--- src/rtl/iir_pkg.sv ---
// Constants shared by iir_filter and its downstream requantizer.
// Both blocks must agree on the accumulator format and the sample format.
package iir_pkg;

    localparam int unsigned DATA_WIDTH = 16;
    localparam int unsigned ACC_WIDTH  = 32;
    localparam int unsigned FRAC_SHIFT = 15;

    localparam logic signed [DATA_WIDTH-1:0] SAT_MAX = {1'b0, {(DATA_WIDTH-1){1'b1}}};
    localparam logic signed [DATA_WIDTH-1:0] SAT_MIN = {1'b1, {(DATA_WIDTH-1){1'b0}}};

endpackage

--- src/rtl/window_peak_detector.sv ---
// Tracks max |sample| over fixed windows of 2**WINDOW_LOG2 valid samples.
// At the end of each window it publishes the peak and pulses peak_valid for one cycle.
module window_peak_detector
    import iir_pkg::*;
#(
    parameter int unsigned WIDTH       = DATA_WIDTH,
    parameter int unsigned WINDOW_LOG2 = 10
) (
    input  logic             clk,
    input  logic             rst,
    input  logic             valid,
    input  logic [WIDTH-1:0] sample,
    input  logic             clear,
    output logic [WIDTH-1:0] peak_abs,
    output logic             peak_valid
);

    localparam logic [WIDTH-1:0]       MagMax = {1'b0, {(WIDTH-1){1'b1}}};
    localparam logic [WIDTH-1:0]       MagMin = {1'b1, {(WIDTH-1){1'b0}}};
    localparam logic [WIDTH-1:0]       One    = {{(WIDTH-1){1'b0}}, 1'b1};
    localparam logic [WINDOW_LOG2-1:0] CntOne = {{(WINDOW_LOG2-1){1'b0}}, 1'b1};

    logic [WINDOW_LOG2-1:0] cnt_q;
    logic [WIDTH-1:0]       run_max_q;
    logic [WIDTH-1:0]       peak_abs_q;
    logic                   peak_valid_q;

    logic [WIDTH-1:0] mag;
    logic [WIDTH-1:0] new_max;
    logic             last;

    // The most negative code has no positive twin; report it as full scale.
    always_comb begin
        mag = sample;
        if (sample[WIDTH-1]) begin
            if (sample == MagMin) begin
                mag = MagMax;
            end else begin
                mag = ~sample + One;
            end
        end
    end

    assign new_max = (mag > run_max_q) ? mag : run_max_q;
    assign last    = (cnt_q == {WINDOW_LOG2{1'b1}});

    always_ff @(posedge clk) begin
        if (rst) begin
            cnt_q        <= '0;
            run_max_q    <= '0;
            peak_abs_q   <= '0;
            peak_valid_q <= 1'b0;
        end else begin
            peak_valid_q <= 1'b0;
            if (clear) begin
                cnt_q     <= '0;
                run_max_q <= '0;
            end else if (valid) begin
                cnt_q <= cnt_q + CntOne;
                if (last) begin
                    peak_abs_q   <= new_max;
                    peak_valid_q <= 1'b1;
                    run_max_q    <= '0;
                end else begin
                    run_max_q <= new_max;
                end
            end
        end
    end

    assign peak_abs   = peak_abs_q;
    assign peak_valid = peak_valid_q;

endmodule

--- src/rtl/iir_output_requantizer.sv ---
// Re-quantizes the iir_filter accumulator to a sample: round-half-up, shift, saturate.
// Also keeps clip telemetry and a windowed peak magnitude.
module iir_output_requantizer #(
    parameter int unsigned IN_WIDTH    = iir_pkg::ACC_WIDTH,
    parameter int unsigned OUT_WIDTH   = iir_pkg::DATA_WIDTH,
    parameter int unsigned FRAC_SHIFT  = iir_pkg::FRAC_SHIFT,
    parameter int unsigned WINDOW_LOG2 = 10,
    parameter int unsigned CNT_WIDTH   = 16
) (
    input  logic                 clk,
    input  logic                 rst,
    input  logic                 in_valid,
    input  logic [IN_WIDTH-1:0]  data_in,
    input  logic                 clear,
    output logic                 out_valid,
    output logic [OUT_WIDTH-1:0] data_out,
    output logic                 clip,
    output logic [OUT_WIDTH-1:0] peak_abs,
    output logic                 peak_valid,
    output logic [CNT_WIDTH-1:0] clip_count,
    output logic                 overflow_sticky
);

    // One extra bit so adding the rounding constant can never overflow.
    localparam int unsigned RW = IN_WIDTH + 1;

    localparam logic [RW-1:0] RoundHalf = {{(RW-1){1'b0}}, 1'b1} << (FRAC_SHIFT - 1);
    localparam logic [RW-1:0] SatHiExt  = {{(RW-OUT_WIDTH+1){1'b0}}, {(OUT_WIDTH-1){1'b1}}};
    localparam logic [RW-1:0] SatLoExt  = {{(RW-OUT_WIDTH+1){1'b1}}, {(OUT_WIDTH-1){1'b0}}};
    localparam logic [OUT_WIDTH-1:0] OutMax = {1'b0, {(OUT_WIDTH-1){1'b1}}};
    localparam logic [OUT_WIDTH-1:0] OutMin = {1'b1, {(OUT_WIDTH-1){1'b0}}};
    localparam logic [CNT_WIDTH-1:0] CntOne = {{(CNT_WIDTH-1){1'b0}}, 1'b1};

    logic                 v1_q;
    logic [RW-1:0]        r_q;
    logic [RW-1:0]        r_d;
    logic signed [RW-1:0] s;
    logic [OUT_WIDTH-1:0] sat_d;
    logic                 clip_d;

    logic                 out_valid_q;
    logic [OUT_WIDTH-1:0] data_q;
    logic                 clip_q;
    logic [CNT_WIDTH-1:0] clip_count_q;
    logic                 sticky_q;

    assign r_d = {data_in[IN_WIDTH-1], data_in} + RoundHalf;

    always_ff @(posedge clk) begin
        if (rst) begin
            v1_q <= 1'b0;
            r_q  <= '0;
        end else begin
            v1_q <= in_valid;
            if (in_valid) begin
                r_q <= r_d;
            end
        end
    end

    assign s = $signed(r_q) >>> FRAC_SHIFT;

    always_comb begin
        sat_d  = s[OUT_WIDTH-1:0];
        clip_d = 1'b0;
        if (s > $signed(SatHiExt)) begin
            sat_d  = OutMax;
            clip_d = 1'b1;
        end else if (s < $signed(SatLoExt)) begin
            sat_d  = OutMin;
            clip_d = 1'b1;
        end
    end

    always_ff @(posedge clk) begin
        if (rst) begin
            out_valid_q <= 1'b0;
            data_q      <= '0;
            clip_q      <= 1'b0;
        end else begin
            out_valid_q <= v1_q;
            if (v1_q) begin
                data_q <= sat_d;
                clip_q <= clip_d;
            end
        end
    end

    // Telemetry samples the registered outputs, so clear lands on the same edge as the update.
    always_ff @(posedge clk) begin
        if (rst) begin
            clip_count_q <= '0;
            sticky_q     <= 1'b0;
        end else if (clear) begin
            clip_count_q <= '0;
            sticky_q     <= 1'b0;
        end else if (out_valid_q && clip_q) begin
            sticky_q <= 1'b1;
            if (clip_count_q != {CNT_WIDTH{1'b1}}) begin
                clip_count_q <= clip_count_q + CntOne;
            end
        end
    end

    window_peak_detector #(
        .WIDTH       (OUT_WIDTH),
        .WINDOW_LOG2 (WINDOW_LOG2)
    ) u_peak (
        .clk        (clk),
        .rst        (rst),
        .valid      (out_valid_q),
        .sample     (data_q),
        .clear      (clear),
        .peak_abs   (peak_abs),
        .peak_valid (peak_valid)
    );

    assign out_valid       = out_valid_q;
    assign data_out        = data_q;
    assign clip            = clip_q;
    assign clip_count      = clip_count_q;
    assign overflow_sticky = sticky_q;

endmodule

--- config.mk ---
export PLATFORM = sky130hd
export DESIGN_NAME = iir_output_requantizer
export DESIGN_NICKNAME = d
export VERILOG_FILES = /design/src/rtl/iir_pkg.sv /design/src/rtl/window_peak_detector.sv /design/src/rtl/iir_output_requantizer.sv
export SDC_FILE = /design/constraint.sdc
export NUM_CORES = 1
export LEC_CHECK = 0
export BUFFER_PORTS_ARGS = -buffer_cell sky130_fd_sc_hd__buf_2
export CAP_MARGIN = 25
export CORE_ASPECT_RATIO = 0.8
export CORE_UTILIZATION = 51
export CTS_BUF_LIST = sky130_fd_sc_hd__clkbuf_8 sky130_fd_sc_hd__clkbuf_16
export CTS_CLUSTER_SIZE = 20
export DETAILED_ROUTE_END_ITERATION = 8
export GPL_ROUTABILITY_DRIVEN = 0
export PLACE_DENSITY = 0.73
export SLEW_MARGIN = 20
export SYNTH_ARGS = -nofsm -noshare
export SYNTH_HDL_FRONTEND = slang
export SYNTH_SLANG_ARGS = --single-unit
export TNS_END_PERCENT = 5
--- constraint.sdc ---
create_clock -name clk -period 3.5 [get_ports clk]
set_input_delay 0.7 -clock clk [delete_from_list [all_inputs] [get_ports clk]]
set_output_delay 0.7 -clock clk [all_outputs]
set_load 0.05 [all_outputs]
After elaboration in Yosys (flattened, before gate mapping). Index checks and enable logic that the tools add are counted. W data, S select, Z words.

Bits in registers: 112. Bits of input ports: 36. Output and inout port bits: 52. Word-level logic and storage cells: 38.

Add/subtract/negate cells: 4. Order comparisons: 3. Equal/unequal tests: 3. Muxes and demuxes: 9. Bitwise gates (word level): 3. Reduce and logical (&&, ||, !) cells: 5.

Operators by type and width (count): $mux W16 (6); $add A32 B16 Y33 const B (1); $add A16 B1 Y16 const B (2); $gt A18 B16 Y1 const B (1); $lt A18 B16 Y1 const B (1); $eq A16 B16 Y1 const B (1); $gt A16 B16 Y1 (1); $ne A16 B16 Y1 const B (1); $not A16 Y16 (1); $add A10 B1 Y10 const B (1); $eq A10 B10 Y1 const B (1); $mux W1 (3); $reduce_and A3 Y1 (1); $reduce_or A3 Y1 (1); $not A1 Y1 (2); $reduce_and A2 Y1 (1); $reduce_or A2 Y1 (1); $logic_and A1 B1 Y1 (1).

Depth between registers and ports, before layout. Gate-level depths: netlist of the first run.

Word-level depth: 7. Gate-level depth with buffers: 16. Gate-level depth less buffers: 13.

Hierarchy. From an unflattened synthesis of the first run, not the netlist that was laid out.

Cells, all modules: 591. Area, all modules: 5031.1 um^2.

By module, submodules not included: window_peak_detector (instances 1, cells each 301, area an instance 2560.0 um^2, seq. area each 860.8 um^2); iir_output_requantizer (instances 1, cells each 290, area an instance 2471.1 um^2, seq. area each 1081.0 um^2).

Worst setup path before layout of the first run. Ideal clock, no wire load.

Kind: register to register. Start: register data_q[2] (netlist: data_out[2]). End: register u_peak.peak_abs_q[11] (netlist: u_peak.peak_abs[11]). Setup time: 0.132 ns. Arrival time: 3.545 ns. Data required time: 3.368 ns. Setup slack: -0.177 ns. Cell stages (with the launch flop): 14. Buffers on the path: 2. Period minus slack after synthesis: 3.677 ns. Cell sequence: dfxtp_1 -> or4_4 -> o41ai_1 -> xor2_1 -> nand2_1 -> ha_1 -> nand4_1 -> nor4_1 -> nand4_1 -> o31a_1 -> buf_4 -> buf_4 -> o221ai_1 -> a21oi_1.

Cells in the longest elaborated chain, start to end: 6. Elaborated cells between the ends (all ways): 7. Those cells by class: 1 x add/sub; 1 x order compare; 1 x eq/ne; 3 x mux; 1 x bitwise.

Ends and longest elaborated chain: start: declaration (RTL line iir_output_requantizer.sv:42) `logic [OUT_WIDTH-1:0] data_q;`; start signal: assignment (RTL line iir_output_requantizer.sv:83) `data_q <= sat_d;`; $not A16 Y16 (RTL line window_peak_detector.sv:39) `mag = ~sample + One;`; $add A16 B1 Y16 (RTL line window_peak_detector.sv:39); $mux W16 (RTL line window_peak_detector.sv:36) `if (sample == MagMin) begin`; $mux W16 (*) (RTL line window_peak_detector.sv:35) `if (sample[WIDTH-1]) begin`; $gt A16 B16 Y1 (RTL line window_peak_detector.sv:44) `assign new_max = (mag > run_max_q) ? mag : run_max_q;`; $mux W16 (*) (RTL line window_peak_detector.sv:44); end signal: assignment (RTL line window_peak_detector.sv:61) `peak_abs_q <= new_max;`; end: declaration (RTL line window_peak_detector.sv:25) `logic [WIDTH-1:0] peak_abs_q;`.

Mark *: on every way between the ends. The rest lies on a longest branch, timed or not. A chain may end at the register's enable or synchronous reset.

Worst setup path after layout of the first run.
Start: register data_q[3] (netlist: data_out[3]). End: register u_peak.peak_abs_q[12] (netlist: u_peak.peak_abs[12]).

The elaborated chain is that of the path after synthesis.

==> impl_results.md, run 1 <==
- Slew margin rel.: 46.8%
- Critical Path End: u_peak.peak_abs[12]
- Min Tclk post-route: 3.63 ns
- Top Ports: 88
- Initial antenna violation count: 0
- Leakage: 2.66 nW
- # DRC: 0
- CP Max Fanout: 6
- N_diodes: 0
- Via count: 4907
- Leading cell types in the layout, fill and taps excluded: dfxtp_1 (89), buf_2 (73), nand2_1 (67), nor2_1 (67), buf_4 (58)
- Number of cell rows: 32
- Asr flop ratio synth: 0%
- DP Wirelength: 9.01 mm
- Detailed-route wire length: 12.9 mm
- Max Cap Viol: 0
- Unrepaired setup endpoints after global routing: true
- Hold_sp: u_peak.peak_abs[0]
- Worst path cell trace: buf_4 -> nor4_4 -> buf_4 -> buf_4 -> nand3_1 -> a211oi_1 -> ha_1 -> nand4_1 -> buf_4 -> nor2_1 -> a221o_1 -> o31a_1 -> buf_6 -> buf_4 -> o221ai_2 -> a21oi_1
- Starting Density: 52.4%
- Status: complete, but fails checks
- Die height: 91.0 um
- Die area: 10300 sq um
- Commonest non-fill, non-tap cell in the layout: dfxtp_1
- Final period util: 104%
- Worst-path clk slew: 0.07 ns
- Fin. max-slew vios: 0
- Stages on the worst setup path: 16
- GRT Total Usage: 25.3%
- Core region area: 9650 sq um
- Worst min-delay path class: register to register
- Post-synthesis instance area: 5050 sq um
- Final worst setup slack: -0.135 ns
- CP Data Required Time: 3.71 ns
- FF-to-FF Start: data_out[3]
- CTS H-tree depth: 3
- Skew-Pair Late Insertion Delay: 0.35 ns
- Mapped Avg Cell Area: 8.28 sq um
- First-pass DRT Iterations: 5
- Worst VDD drop: 271 uV
- Final cell utilization of the core: 67.7%
- Register area share after synthesis: 38.4%
- R2r worst-path depth: 16
- CTS buffer count: 9
- Buf/Inv on CP: 6
- Syn nets: 666
- Flop2flop setup slack: -0.13 ns
- Finish-stage setup viols: 32
- Met2 Usage GRT: 41.8%
- WS Path Type: register to register
- R2R Path End: u_peak.peak_abs[12]
- CP most frequent cell: buf_4
- M1 GR Usage: 32.8%
- Worst setup SP type: register
- Syn Inst Count: 610
- CP max stage delay: 0.45 ns
- First-pass GRT wire length: 21.1 mm
- CTS sink count: 97
- Share of post-route cells with drive strength above 1: 28.1%
- Fmax: 0.275 GHz
- Crit path max-delay family: compound AO/OA/AOI/OAI gates
- Post-synth EDFFs: 0
- Layout Nets: 785
- Initial DRC count: 266
- Warnings, synthesis: 0
- Pre-CTS WS: -0.244 ns
- Synth unique cells: 52
- Worst Max-Slew Pin Slew: 0.794 ns
- Post-Route Setup TNS: -2.25 ns
- Gr ovfl total: 0
- Area delta synth->final: 29.2%
- CP arrival: 3.85 ns
- Busiest layer in global routing: met2
- Hold Vio Cnt, Final: 0
- Register bit count reported by yosys: 97
- Largest net degree at the start of global routing: 59
- PortBufs: 73
- Total power density per cell area: 448 nW/um^2
- Die width: 113 um
- Detail Route Antenna Nets: 0
- Main flop type after synthesis: dfxtp_1
- Skew final: 0.0111 ns
- Element type at the critical path end: register
- Hold WS: 0.457 ns
- Via density: 5.64
- Number of global-route vias before repair: 4582
- Met3 Use GR: 5.07%
- Slowest cell on the critical path: a211oi_1
- Final Total Pwr: 0.00292 W
- Failing checks: setup timing
- DR WL/cell: 14.9 um
- Clk buf depth: 2
- Clk root buf: clkbuf_16
- CP Launch Point: data_out[3]
- CTS tree: yes
==> state kept, by name, indices dropped and copies added (netlist names) <==
name / cells
overflow_sticky: 1
r_q: 18
clip_count: 16
u_peak.run_max_q: 16
u_peak.peak_abs: 16
data_out: 16
u_peak.cnt_q: 10
out_valid: 1
v1_q: 1
clip: 1
u_peak.peak_valid: 1
==> logic make-up after synthesis <==
logic type	Yosys count	share of synthesized area [%]
simple gates	247	24.1
compound gates	131	16.9
flops	97	38.4
buf+inv	53	4.16
xor+xnor	34	5.89
mux	28	5.57
fa+ha+maj	20	4.95
==> synth_stat cells, drive strengths merged (3+ instances only) <==
cell type  instances  area [sq um]
dfxtp             97          1940
nand2             68           258
nor2              68           255
a21oi             44           235
o21ai             31           155
mux2i             27           270
inv               24          90.1
a211oi            23           173
clkbuf            23          86.3
nand3             23           115
xor2              23           201
ha                20           250
nand2b            19           119
nor3              15          75.1
nand4             13          81.3
xnor2             11          96.3
or3               10          62.6
o221ai             8          70.1
and3               6          37.5
buf                6          33.8
nor4               5          61.3
or4                5          45.0
a311oi             4          35.0
a31oi              4          40.0
nor2b              4          25.0
or2                4          25.0
o41ai              3          26.3
==> report_power, final <==
part	internal, W	switching, W	leakage (nW)
sequential	0.00113	0.0000234	0.791
clock	0.000634	0.000448	0.158
combinational	0.000299	0.000387	1.71
total	0.00207	0.000859	2.66
==> per-stage QoR <==
step / std cells / cell area, sq um
after floorplan: 610 / 5070
after global placement: 843 / 5900
after detailed placement: 843 / 5900
after CTS: 864 / 6300
after global routing: 870 / 6530
final: 870 / 6530
==> metal layers <==
layer  vias to the layer above  part of all wire (%)  wire length, um
met5                         -                     0                0
li1                       2402                     -                -
met2                       141                    47             6110
met4                         0                   1.8              237
met1                      2342                    46             5930
met3                        22                   5.1              665
==> timing repair <==
action                                  CTS  global route
resized for setup                         7            30
endpoints found under the setup margin   32            32
buffers inserted                          5             5
hold buffers                              0             0
gates cloned                              0             1
pin swaps                                10            12
==> layout make-up <==
class,instances,area [sq um]
repair buffers,137,891
fillers,790,3120
multi-input cells,460,3100
well taps,136,170
flip-flops and latches,97,1950
clock buffers,9,225
clock inverters,7,101
inverters,24,90.1
==> tightest hold or removal path: stages, from the launching register on <==
cell and delay [ns]:
dfxtp_1 0.31, nand2_1 0.05, a21oi_1 0.05
==> worst min-delay path by stage <==
stage                     endpoint  slack (ns)  depth (start not counted)
2_1_floorplan  u_peak.run_max_q[2]        0.44                          2
3_3_place_gp    u_peak.peak_abs[4]        0.45                          2
3_5_place_dp    u_peak.peak_abs[4]        0.45                          2
4_1_cts         u_peak.peak_abs[4]        0.46                          2
5_1_grt        u_peak.peak_abs[12]        0.48                          2
6_report        u_peak.peak_abs[0]        0.46                          2
(Power assumes the default switching activity.)
==> inputs of run 2 (changes only) <==
- SETUP_SLACK_MARGIN: not set -> 0.3
==> impl_results.md, run 2 (synthesis gave the netlist of run 1 again) <==
- Leakage: 2.67 nW
- Slew margin rel.: 44.1%
- Detail Route Antenna Nets: 0
- Worst setup SP type: register
- Buf/Inv on CP: 6
- Starting Density: 52.4%
- Max Cap Viol: 0
- Clock power share: 35.4%
- Worst Max-Slew Pin Slew: 0.835 ns
- Core region area: 9650 sq um
- First-pass DRT Iterations: 5
- Placed cell count: 837
- Final worst setup slack: -0.0511 ns
- Die area: 10300 sq um
- N_diodes: 0
- Via count: 4868
- Commonest non-fill, non-tap cell in the layout: dfxtp_1
- Worst-path clk slew: 0.07 ns
- Finish-stage setup viols: 9
- Worst path cell trace: buf_12 -> nor4_4 -> buf_4 -> a41oi_1 -> mux2_2 -> ha_1 -> nand4_1 -> buf_4 -> buf_4 -> a21oi_1 -> o31a_1 -> buf_12 -> buf_6 -> mux2i_1 -> a211oi_1
- Int Pwr: 0.00202 W
- Post-Route Setup TNS: -0.183 ns
- Worst VDD drop: 269 uV
- CP most frequent cell: buf_4
- # DRC: 0
- Worst min-delay path class: register to register
- WS Path Type: register to register
- Clk root buf: clkbuf_16
- Finished Layout Cells: 871
- CTS buffer count: 9
- Slowest cell on the critical path: dfxtp_4
- Die width: 113 um
- Detailed-route wire length: 12.8 mm
- Status: complete, but fails checks
- Logic gate share of total power: 24.2%
- Min Tclk post-route: 3.55 ns
- CTS H-tree depth: 3
- Final period util: 101%
- Hold Vio Cnt, Final: 0
- Number of global-route vias before repair: 4429
- Layout Nets: 786
- PortBufs: 73
- Crit path max-delay family: buffers and inverters
- Max FFs per register: 18
- CP max stage delay: 0.36 ns
- CP arrival: 3.75 ns
- Skew-Pair Late Insertion Delay: 0.34 ns
- CTS sink count: 97
- Switch Pwr: 0.000843 W
- Fin. max-slew vios: 0
- Number of cell rows: 32
- Share of post-route cells with drive strength above 1: 27.5%
- Clk buf depth: 2
- GRT Total Usage: 25.1%
- Die height: 91.0 um
- Area delta synth->final: 28.6%
- DR WL/cell: 14.7 um
- CTS tree: yes
- Design Area, Final: 6500 sq um
- Unrepaired setup endpoints after global routing: true
- Leading cell types in the layout, fill and taps excluded: dfxtp_1 (83), buf_2 (73), nor2_1 (68)
- Area after DPL: 5920 sq um
- CP Max Fanout: 6
- Largest net degree at the start of global routing: 59
- Element type at the critical path end: register
- Gr ovfl total: 0
- Top reg by flops: r_q
- Failing checks: setup timing
- DP Wirelength: 8.84 mm
- Net Sw Frac: 29.4%
- Initial DRC count: 422
- Skew final: 0.00735 ns
- Total power density per cell area: 441 nW/um^2
- Via density: 5.59
- Sequential share of power: 40.4%
- Top Ports: 88
- First-pass GRT wire length: 20.8 mm
- Initial antenna violation count: 0
- CP Data Required Time: 3.70 ns
- Fmax: 0.282 GHz
- Hold_buf cts: 0
[run 2: worst paths after layout]
kind              slack (ns)  cells after the start                from                  end
setup / recovery       -0.05                     15         data_out[2]  u_peak.peak_abs[15]
setup reg to reg       -0.05                     15         data_out[2]  u_peak.peak_abs[15]
hold / removal          0.45                      2  u_peak.peak_abs[6]   u_peak.peak_abs[6]
hold reg to reg         0.45                      2  u_peak.peak_abs[6]   u_peak.peak_abs[6]
[run 2: power groups by stage]
stage          logic, W  clock network, W  registers, W
2_1_floorplan  0.000325                 0       0.00122
6_report       0.000695           0.00101       0.00116
5_1_grt        0.000743           0.00107       0.00116
3_3_place_gp   0.000546                 0       0.00118
3_5_place_dp   0.000562                 0       0.00118
4_1_cts        0.000670           0.00102       0.00116
[run 2: routing by layer]
layer | GRT usage, % | vias up | part of all wire [%]
li1 | - | 2406 | -
met1 | 34.2 | 2285 | 47
met2 | 40.0 | 157 | 46
met3 | 5.14 | 20 | 4.9
met4 | 7.13 | 0 | 1.5
met5 | 0 | - | 0
[run 2: worst min-delay path, cell delays in order (launching register included)]
cell	delay (ns)
dfxtp_1	0.31
nand2_1	0.05
a21oi_1	0.05
[run 2: cell type report]
cell class,instances,area [sq um]
clock inverter,6,66.3
sequential,97,1970
tap,136,170
inverter,24,90.1
multi-input combinational,460,3040
clock buffer,10,239
fill,763,3150
timing repair buffer,138,926
[run 2: through the flow]
step | util (%) | total power (W) | worst slack, ns | hold WS, ns
after global routing | 67.4 | 0.00298 | -0.182 | 0.477
final | 67.4 | 0.00287 | -0.0511 | 0.452
after global placement | 61.3 | 0.00173 | -0.0487 | 0.444
after CTS | 67.1 | 0.00285 | 0.0225 | 0.456
after detailed placement | 61.3 | 0.00174 | -0.218 | 0.447
after floorplan | - | 0.00155 | 0.129 | 0.438
[run 2: repair_timing]
action,in CTS,in global routing
pin swaps,20,2
cloned,1,0
setup endpoints to repair,32,32
buffers inserted,17,0
resized for setup,21,3
